File: config.mk
export PLATFORM = sky130hd
export DESIGN_NAME = prewish_blinky_flat
export DESIGN_NICKNAME = d
export VERILOG_FILES = /design/src/rtl/prewish_blinky_if.sv /design/src/rtl/prewish_blinky.sv /design/src/flat_wrapper.sv
export SDC_FILE = /design/constraint.sdc
export NUM_CORES = 1
export LEC_CHECK = 0
export ABC_CLOCK_PERIOD_IN_PS = 3200
export CAP_MARGIN = 20
export CORE_MARGIN = 5
export CORE_UTILIZATION = 59
export CTS_CLUSTER_SIZE = 16
export DETAILED_ROUTE_END_ITERATION = 10
export PLACE_DENSITY = 0.8
export SLEW_MARGIN = 20
export SYNTH_ARGS = -nofsm -noshare
export SYNTH_HDL_FRONTEND = slang
export SYNTH_SLANG_ARGS = --single-unit
File: constraint.sdc
create_clock -name CLK_I -period 3.2 [get_ports CLK_I]
set_input_delay 0.64 -clock CLK_I [delete_from_list [all_inputs] [get_ports CLK_I]]
set_output_delay 0.64 -clock CLK_I [all_outputs]
set_load 0.005 [all_outputs]
File: src/rtl/prewish_blinky_if.sv
// Mask-strobe bus between the mentor and prewish_blinky.
interface prewish_blinky_if;
  logic       STB_I;
  logic [7:0] DAT_I;
  logic       ACK_O;

  modport master (output STB_I, output DAT_I, input ACK_O);
  modport slave  (input STB_I, input DAT_I, output ACK_O);
endinterface

File: src/rtl/prewish_blinky.sv
// LED blinker: latches 8-bit masks from a strobe bus and shifts them out MSB-first,
// one bit per prescaler period, repeating; new masks take effect only at a pass boundary.
module prewish_blinky #(
  parameter int unsigned BLINKY_CLK_BITS = 9
) (
  input  logic              CLK_I,
  input  logic              RST_I,
  prewish_blinky_if.slave   bus,
  output logic              o_led,
  output logic              o_busy,
  output logic              o_pass
);

  localparam int unsigned PW = BLINKY_CLK_BITS;
  localparam int unsigned IW = 3;

  localparam logic [0:0] ST_IDLE = 1'b0;
  localparam logic [0:0] ST_RUN  = 1'b1;

  logic [0:0]    state, state_nx;
  logic [7:0]    mask, mask_nx;
  logic [7:0]    pending, pending_nx;
  logic          pending_valid, pending_valid_nx;
  logic [IW-1:0] idx, idx_nx;
  logic [PW-1:0] presc, presc_nx;
  logic          led_nx, pass_nx;
  logic          stb_prev;
  logic          accept_c, tick_c, wrap_c;

  // Next-state and output decode
  always_comb begin
    state_nx         = state;
    mask_nx          = mask;
    pending_nx       = pending;
    pending_valid_nx = pending_valid;
    idx_nx           = idx;
    presc_nx         = presc;
    led_nx           = o_led;
    pass_nx          = 1'b0;
    accept_c         = bus.STB_I & ~stb_prev;
    tick_c           = (presc == {PW{1'b1}});
    wrap_c           = tick_c & (idx == IW'(0));

    if (state == ST_IDLE) begin
      led_nx   = 1'b0;
      presc_nx = '0;
      if (accept_c) begin
        mask_nx  = bus.DAT_I;
        idx_nx   = IW'(7);
        state_nx = ST_RUN;
        led_nx   = bus.DAT_I[7];
      end
    end else begin
      presc_nx = presc + PW'(1);
      if (wrap_c) begin
        idx_nx  = IW'(7);
        pass_nx = 1'b1;
        // Coincident strobe beats a queued mask, which is then dropped
        if (accept_c) begin
          mask_nx          = bus.DAT_I;
          pending_nx       = 8'h00;
          pending_valid_nx = 1'b0;
          led_nx           = bus.DAT_I[7];
        end else if (pending_valid) begin
          mask_nx          = pending;
          pending_valid_nx = 1'b0;
          led_nx           = pending[7];
        end else begin
          led_nx = mask[7];
        end
      end else begin
        if (tick_c) begin
          idx_nx = idx - IW'(1);
          led_nx = mask[idx - IW'(1)];
        end
        if (accept_c) begin
          pending_nx       = bus.DAT_I;
          pending_valid_nx = 1'b1;
        end
      end
    end
  end

  // State and output registers
  always_ff @(posedge CLK_I) begin
    if (RST_I) begin
      state         <= ST_IDLE;
      mask          <= 8'h00;
      pending       <= 8'h00;
      pending_valid <= 1'b0;
      idx           <= IW'(7);
      presc         <= '0;
      stb_prev      <= 1'b1;
      o_led         <= 1'b0;
      o_busy        <= 1'b0;
      o_pass        <= 1'b0;
      bus.ACK_O     <= 1'b0;
    end else begin
      state         <= state_nx;
      mask          <= mask_nx;
      pending       <= pending_nx;
      pending_valid <= pending_valid_nx;
      idx           <= idx_nx;
      presc         <= presc_nx;
      stb_prev      <= bus.STB_I;
      o_led         <= led_nx;
      o_busy        <= (state_nx == ST_RUN);
      o_pass        <= pass_nx;
      bus.ACK_O     <= accept_c;
    end
  end

endmodule

File: src/flat_wrapper.sv
// flat-port wrapper written by rule: the top's interface ports become plain ports
module prewish_blinky_flat 
#(
  parameter int unsigned BLINKY_CLK_BITS = 9
)
  (CLK_I, RST_I, o_led, o_busy, o_pass, bus_STB_I, bus_DAT_I, bus_ACK_O);
  prewish_blinky_if bus_i ();
  input  logic CLK_I;
  input  logic RST_I;
  output logic o_led;
  output logic o_busy;
  output logic o_pass;
  input wire logic [$bits(bus_i.STB_I)-1:0] bus_STB_I;
  input wire logic [$bits(bus_i.DAT_I)-1:0] bus_DAT_I;
  output wire logic [$bits(bus_i.ACK_O)-1:0] bus_ACK_O;
  assign bus_i.STB_I = bus_STB_I;
  assign bus_i.DAT_I = bus_DAT_I;
  assign bus_ACK_O = bus_i.ACK_O;
  prewish_blinky #(.BLINKY_CLK_BITS(BLINKY_CLK_BITS)) u_core (.CLK_I(CLK_I), .RST_I(RST_I), .bus(bus_i), .o_led(o_led), .o_busy(o_busy), .o_pass(o_pass));
endmodule
* After elaboration in Yosys (flattened, before gate mapping)
Cells that the tools add are included.
** Storage, ports and cells
- Bits in registers :: 34
- Input port bits :: 11
** Cells by class
- Add/sub/neg operators :: 2
- Magnitude comparators :: 1
- Equal/unequal tests :: 3
- Mux-type cells :: 24
- Bitwise logic cells :: 4
- Reductions and logical operators :: 9
** Operators by type and width (count)
- $mux 8 :: 7
- $mux 1 :: 12
- $mux 3 :: 4
- $add 9x1->9 const B :: 1
- $eq 9x9->1 const B :: 1
- $reduce_and 2->1 :: 3
- $reduce_bool 2->1 :: 3
- $lt 3x4->1 const B :: 1
- $bmux 1 s3 :: 1
- $logic_not 3->1 :: 1
- $ne 3x3->1 const B :: 1
- $reduce_and 3->1 :: 1
- $sub 3x1->3 const B :: 1
- $and 1x1->1 :: 2
- $ne 2x2->1 const B :: 1
- $not 1->1 :: 2
- $reduce_or 2->1 :: 1

* Depth between registers and ports, before layout
- Word-level depth :: 6
- Mapped depth :: 10
- Mapped depth without buffers :: 8

* Worst setup path after synthesis
No wires, ideal clock.
- Path kind :: register -> register
- Start point :: reg u_core.presc[3]
- End point :: reg u_core.mask[1]
- Library setup time :: 0.088 ns
- Arrival :: 1.909 ns
- Required time :: 3.112 ns
- Setup slack :: 1.203 ns
- Cell stages (with the launch flop) :: 11
- Clock period less this slack :: 1.997 ns
- Cell sequence :: dfxtp_1 > and3_1 > and3_1 > and3_1 > ha_1 > buf_4 > nand3b_4 > a22oi_4 > buf_6 > nor2_1 > a311oi_2
** Between the ends
- Word-level cells in the longest chain between the ends :: 4
** RTL lines
- start: declaration :: RTL line prewish_blinky.sv:25 : logic [PW-1:0] presc, presc_nx;
- start signal: assignment :: RTL line prewish_blinky.sv:104 : presc <= presc_nx;
- $eq 9x9->1 :: RTL line prewish_blinky.sv:41 : tick_c = (presc == {PW{1'b1}});
- $and 1x1->1 :: RTL line prewish_blinky.sv:42 : wrap_c = tick_c & (idx == IW'(0));
- $ne 2x2->1 (no source line)
- $reduce_and 3->1 (no source line)
- end signal: assignment :: RTL line prewish_blinky.sv:100 : mask <= mask_nx;
- end: declaration :: RTL line prewish_blinky.sv:21 : logic [7:0] mask, mask_nx;
Every way passes these cells.
A chain may end at the register's enable or synchronous reset.

* Worst setup path in the final report
- Start point :: reg u_core.presc[0]
- End point :: reg u_core.mask[6]
Same word-level chain as after synthesis.

==> results.json <==
{
  "status": "finished clean",
  "yosys_register_bits": 34,
  "worstSetupPathType": "flop to flop",
  "critPathCaptureType": "flop",
  "min_path_type": "flop to flop",
  "viasPerCell": 5.81,
  "overflow": 0,
  "dp.cells": 202,
  "yosys_warnings": 0,
  "cts_hold_buf": 0,
  "skew_ns": 0.00631,
  "path_clk_slew_ns": 0.10,
  "rows": 18,
  "worst_r2r_path_depth": 8,
  "drc": 0,
  "final.setup.tns_ns": 0,
  "root_buffer": "clkbuf_4",
  "port_buffers": 14,
  "ys_types": 36,
  "worst_pin_slew_ns": 0.537,
  "grt_antenna_before_repair": 0,
  "final_common_cell": "dfxtp_1",
  "fin_nets": 194,
  "ant_nets": 0,
  "diodes": 0,
  "rsz0062_at_grt": "no",
  "n_fill_cell": 199,
  "postCtsSetupBuffers": 0,
  "crit_arrival_ns": 2.66,
  "synth_area_per_cell_sq_um": 9.20,
  "cts_made_buffers": 5,
  "irDropWorstVdd_uv": 359,
  "cp_max_fo": 16,
  "ys_seq_area_share_pct": 44.6,
  "setup_viol": 0,
  "wl_per_cell_um": 14.3,
  "drt_wl_total_mm": 3.00,
  "drive_above_1_share_pct": 9.44,
  "cts_sinks": 34,
  "drv_cap": 0,
  "fin_crit_sh_pct": 75.5,
  "synth_cells": 166,
  "syn_to_final_growth_pct": 13.2,
  "slew_violations": 0,
  "cts_tree": "done",
  "dp_hpwl_mm": 2.15,
  "grt_usage_pct": 18.8,
  "start_util_pct": 61.7,
  "grt_busiest_layer": "met2",
  "grt_util_met2_pct": 30.8,
  "dr.pass1.iters": 4,
  "place_congestion": 0.752,
  "hold_viol_final": 0,
  "fmax_ghz": 0.414,
  "floorplan.die_area_sq_um": 3710,
  "htreeDepth": 2,
  "mostFrequentLayoutCells": "34 x dfxtp_1, 29 x nor2_1, 14 x clkdlybuf4s50_1",
  "relSlewSlack_pct": 64.2,
  "fin_crit_ns": 2.42,
  "multiInputGateArea_sq_um": 781,
  "power.leakage_uw": 0.000663,
  "grtUsageMet1_pct": 22.3,
  "grt_use_met3_pct": 5.32,
  "fp.dieH_um": 60.9,
  "seq_area_sq_um": 681,
  "rrSetupSlack_ns": 0.78,
  "synth_fp_nets": 181,
  "clockBufferDepth": 2,
  "coreArea_sq_um": 2480,
  "final_cell_count_no_fill": 210,
  "crit_required_ns": 3.44,
  "whs_path_depth": 1,
  "cp-start-kind": "flop",
  "powerDensity_nw_per_um2": 432,
  "grt_max_degree": 26,
  "io_pins": 15,
  "die_w_um": 60.9,
  "drtIter0Drc": 54,
  "cts_resized": 0,
  "grt_pass1_wl_mm": 5.09,
  "syn-cell-area_sq_um": 1530,
  "vias": 1220,
  "grt_pass1_vias": 1185,
  "clock_latency_ns": 0.34
}
[cell type report]
cell class	instances	area share [%]
multi-input combinational	118	45.2
sequential	34	39.4
timing repair buffer	16	8.97
clock buffer	7	3.18
tap	30	2.17
inverter	4	0.868
clock inverter	1	0.289
[registers in the layout, indices dropped and copies added, names as in the netlist]
name	count
u_core.mask	8
u_core.pending	8
u_core.bus.ACK_O	1
u_core.pending_valid	1
u_core.o_busy	1
u_core.presc	9
u_core.idx	3
u_core.o_led	1
u_core.stb_prev	1
u_core.o_pass	1
[metrics by stage]
stage	worst slack, ns	total power (uW)	cell area (sq um)	hold slack, ns	utilization, %
6_report	0.784	746	1730	0.449	69.8
5_1_grt	0.595	776	1730	0.466	69.8
4_1_cts	0.766	752	1730	0.454	69.8
3_5_place_dp	0.766	506	1670	0.439	67.4
3_3_place_gp	0.952	504	1670	0.429	67.4
2_1_floorplan	1.20	482	1530	0.413	-
[final timing paths]
kind / startpoint / end
setup / recovery: u_core.presc[0]$_SDFF_PP0_ / u_core.mask[6]$_SDFFE_PP0P_
hold / removal: u_core.presc[0]$_SDFF_PP0_ / u_core.presc[0]$_SDFF_PP0_
setup reg to reg: u_core.presc[0]$_SDFF_PP0_ / u_core.mask[6]$_SDFFE_PP0P_
hold reg to reg: u_core.presc[0]$_SDFF_PP0_ / u_core.presc[0]$_SDFF_PP0_
[cells in the mapped netlist]
| cell | instances | area share, % |
|---|---|---|
| nand4_1 | 2 | 0.82 |
| inv_1 | 4 | 0.98 |
| nor2_1 | 29 | 7.1 |
| xor2_1 | 3 | 1.7 |
| nand3b_4 | 1 | 1.3 |
| a22o_1 | 1 | 0.57 |
| o21ai_0 | 3 | 0.98 |
| nor2b_1 | 3 | 1.2 |
| a22oi_4 | 1 | 1.4 |
| buf_4 | 1 | 0.49 |
| clkbuf_1 | 6 | 1.5 |
| and2_1 | 2 | 0.82 |
| and3_1 | 4 | 1.6 |
| buf_6 | 1 | 0.74 |
| a311oi_1 | 6 | 3.4 |
| buf_2 | 2 | 0.66 |
| nand3_1 | 12 | 3.9 |
| xnor2_2 | 1 | 1.1 |
| nand3b_1 | 1 | 0.49 |
| nor3_1 | 1 | 0.33 |
| nand2_1 | 12 | 2.9 |
| nand2b_1 | 6 | 2.5 |
| o22ai_1 | 1 | 0.41 |
| dfxtp_1 | 34 | 45 |
| ha_1 | 4 | 3.3 |
| a311oi_2 | 2 | 2.0 |
| a32oi_1 | 1 | 0.57 |
| xnor2_1 | 3 | 1.7 |
| a22oi_1 | 8 | 3.9 |
| a21oi_1 | 2 | 0.66 |
| o31ai_1 | 1 | 0.49 |
| mux2_2 | 1 | 0.74 |
| or2_2 | 1 | 0.41 |
| mux2i_1 | 4 | 2.6 |
| mux4_2 | 1 | 1.5 |
| o32ai_1 | 1 | 0.57 |
[layer usage]
metal  vias up  wire, um
met5         -         0
met4         0        54
met3         8       114
met2        24      1430
met1       578      1410
li1        610         -
[critical path: stages, from the launching register on]
cell and delay, ns:
dfxtp_1 0.36, ha_1 0.22, and3_1 0.20, and3_1 0.18, ha_1 0.35, nand3b_4 0.18
a22oi_4 0.45, nor2_1 0.09, a311oi_1 0.28
[cell families after synthesis]
family	Yosys count	synth area share, %
multiplexers	6	4.83
buffers and inverters	14	4.34
adder cells (fa/ha/maj)	4	3.28
AO/OA/AOI/OAI	27	15.0
XOR/XNOR	7	4.51
flip-flops	34	44.6
AND/OR/NAND/NOR	74	23.5
[where the power goes]
| group | total (uW) | internal (uW) | switching, uW |
|---|---|---|---|
| clock | 250 | 106 | 144 |
| combinational | 59.3 | 28.1 | 31.2 |
| sequential | 437 | 432 | 5.00 |
Note: power is estimated with default switching activity, not from simulation.
==> RTL change, RTL diff (same settings) <==
Take the reset off `pending` and load it in a clocked block of its own.
--- a/src/rtl/prewish_blinky.sv
+++ b/src/rtl/prewish_blinky.sv
@@ -86,7 +86,6 @@
     if (RST_I) begin
       state         <= ST_IDLE;
       mask          <= 8'h00;
-      pending       <= 8'h00;
       pending_valid <= 1'b0;
       idx           <= IW'(7);
       presc         <= '0;
@@ -98,7 +97,6 @@
     end else begin
       state         <= state_nx;
       mask          <= mask_nx;
-      pending       <= pending_nx;
       pending_valid <= pending_valid_nx;
       idx           <= idx_nx;
       presc         <= presc_nx;
@@ -110,5 +108,9 @@
     end
   end
 
+  always_ff @(posedge CLK_I) begin
+    pending <= pending_nx;
+  end
+
 endmodule
 
Formal check against the unedited RTL: same outputs for any inputs over 10 cycles, from zero or initial values and one cycle with RST_I high; that may be too few to reach the edited logic, so the function may still have changed.
==> RTL change against the unedited design <==
  * Sequential cell count did not move
  * Count of clock-buffer cells in the layout unchanged
  * First-iteration DRC count is 19% lower
  * Area after synthesis down 0.82%
  * Setup slack worse by 0.0011 ns
  * Via count down 10%
  * Sequential power is 4% higher
  * Critical path depth shrank 7
  * Utilization down 0.86 points
  * Largest cell class is now registers
  * Critical path type is now register to output pin
  * Non-clock buffer count decreased by 2
  * Power shrank 0.13%
  * Cell area is 1.2% lower
  * Routed wire length shrank 11%
  * Clock skew rose by 0.0040 ns
==> RTL change: results (changes against the unedited design) <==
| Metric | Value |
|---|---|
| Largest regs | `u_core.presc: 9 flops, u_core.mask: 8 flops, u_core.pending: 8 flops (unchanged)` |
| Vias in the first global route | `1,015 (was 1,185)` |
| First-pass GRT wire length | `4570 um (was 5090 um)` |
| TritonCTS Buffers | `5 (unchanged)` |
| Maximum vdd drop | `0.329 mV (was 0.359 mV)` |
| Worst slew pin tran | `0.770 ns (was 0.537 ns)` |
| Clk Latency, worst-skew pair | `0.32 ns (was 0.34 ns)` |
| Final nets | `178 (was 194)` |
| Synth unique cells | `32 (was 36)` |
| Fraction of layout instances using a drive strength above 1 | `9.82% (was 9.44%)` |
| Top delay family on crit path | `flip-flops (was compound AO/OA/AOI/OAI gates)` |
| Commonest cells post-synth | `26 x dfxtp_1, 24 x nor2_1, 12 x nand3_1 (was 34 x dfxtp_1, 29 x nor2_1, 12 x nand2_1, 12 x nand3_1, 8 x a22oi_1)` |
| Max incr delay on CP | `0.83 ns (was 0.45 ns)` |
| Gpl congestion | `0.816 (was 0.752)` |
| Largest net degree at the start of global routing | `23 (was 26)` |
| R2r endpoint | `u_core.mask[2]$_SDFFE_PP0P_ (was u_core.mask[6]$_SDFFE_PP0P_)` |
| Final HPWL DP | `1870 um (was 2150 um)` |
| Critical-path maximum fanout | `22 (was 16)` |
| Syn_nets | `165 (was 181)` |
| Avg Inst Size Synth | `10.1 um2 (was 9.20 um2)` |
| Placed cell count | `186 (was 202)` |
| Setup slack at placement | `0.821 ns (was 0.766 ns)` |
| Sequential area share after synthesis | `50.2% (was 44.6%)` |
| Via count | `1,096 (was 1,220)` |
| Drt initial violations | `44 (was 54)` |
| Synth top area cells | `dfxtp_1 34%, edfxtp_1 16%, nor2_1 5.9% (was dfxtp_1 45%, nor2_1 7.1%, nand3_1 3.9%)` |
| Status | `complete, no violations (unchanged)` |
| Fin Clk Skew | `0.0103 ns (was 0.00631 ns)` |
| Static leakage | `0.661 nW (was 0.663 nW)` |
| Avg Vias per Cell | `5.68 (was 5.81)` |
| Slowest CP cell | `dfxtp_1 (was a22oi_4)` |
| Post-synth EDFFs | `8 (was 0)` |
| CP startpoint | `u_core.o_busy$_SDFF_PP0_ (was u_core.presc[0]$_SDFF_PP0_)` |
| WP data arrival | `1.78 ns (was 2.66 ns)` |
| R2R Setup Slk | `0.84 ns (was 0.78 ns)` |
| Total track usage | `16.6% (was 18.8%)` |
-- RTL change: cells by family after synthesis --
family	synth area share, %
AND/OR/NAND/NOR	23.2
adder cells (fa/ha/maj)	3.30
XOR/XNOR	3.47
multiplexers	4.95
flip-flops	50.2
AO/OA/AOI/OAI	10.5
buffers and inverters	4.38
-- RTL change: how the worst max path moves through the flow --
| stage | endpoint | slack [ns] |
|---|---|---|
| global route | u_core.mask[7]$_SDFFE_PP0P_ | 0.60 |
| finish | o_busy | 0.78 |
| floorplan | u_core.mask[5]$_SDFFE_PP0P_ | 1.26 |
| CTS | o_busy | 0.79 |
| global placement | u_core.pending_valid$_SDFFE_PP0P_ | 0.86 |
| detailed placement | u_core.pending_valid$_SDFFE_PP0P_ | 0.82 |
-- RTL change: final cells by class --
| type | instances | area (um2) |
|---|---|---|
| flip-flops and latches | 34 | 761 |
| well taps | 30 | 37.5 |
| fillers | 208 | 769 |
| repair buffers | 14 | 140 |
| inverters | 7 | 26.3 |
| multi-input cells | 101 | 688 |
| clock buffers | 7 | 55.1 |
-- RTL change: power by group --
part	switching [mW]	internal (mW)
Clock	0.128	0.104
Combinational	0.0267	0.0307
Sequential	0.00852	0.448
-- RTL change: routing by layer --
layer / global-route usage (%) / routed length [um] / vias to the layer above
met5: 0 / 0 / -
met3: 5.11 / 170 / 2
met2: 25.5 / 1200 / 24
met4: 6.50 / 15 / 0
li1: - / - / 551
met1: 22.0 / 1270 / 519
-- RTL change: per-stage QoR --
step | instance area (um2) | utilization [%] | hold slack, ns
4_1_cts | 1710 | 68.9 | 0.452
6_report | 1710 | 68.9 | 0.456
3_3_place_gp | 1650 | 66.7 | 0.423
3_5_place_dp | 1650 | 66.7 | 0.439
2_1_floorplan | 1520 | - | 0.413
5_1_grt | 1710 | 68.9 | 0.480
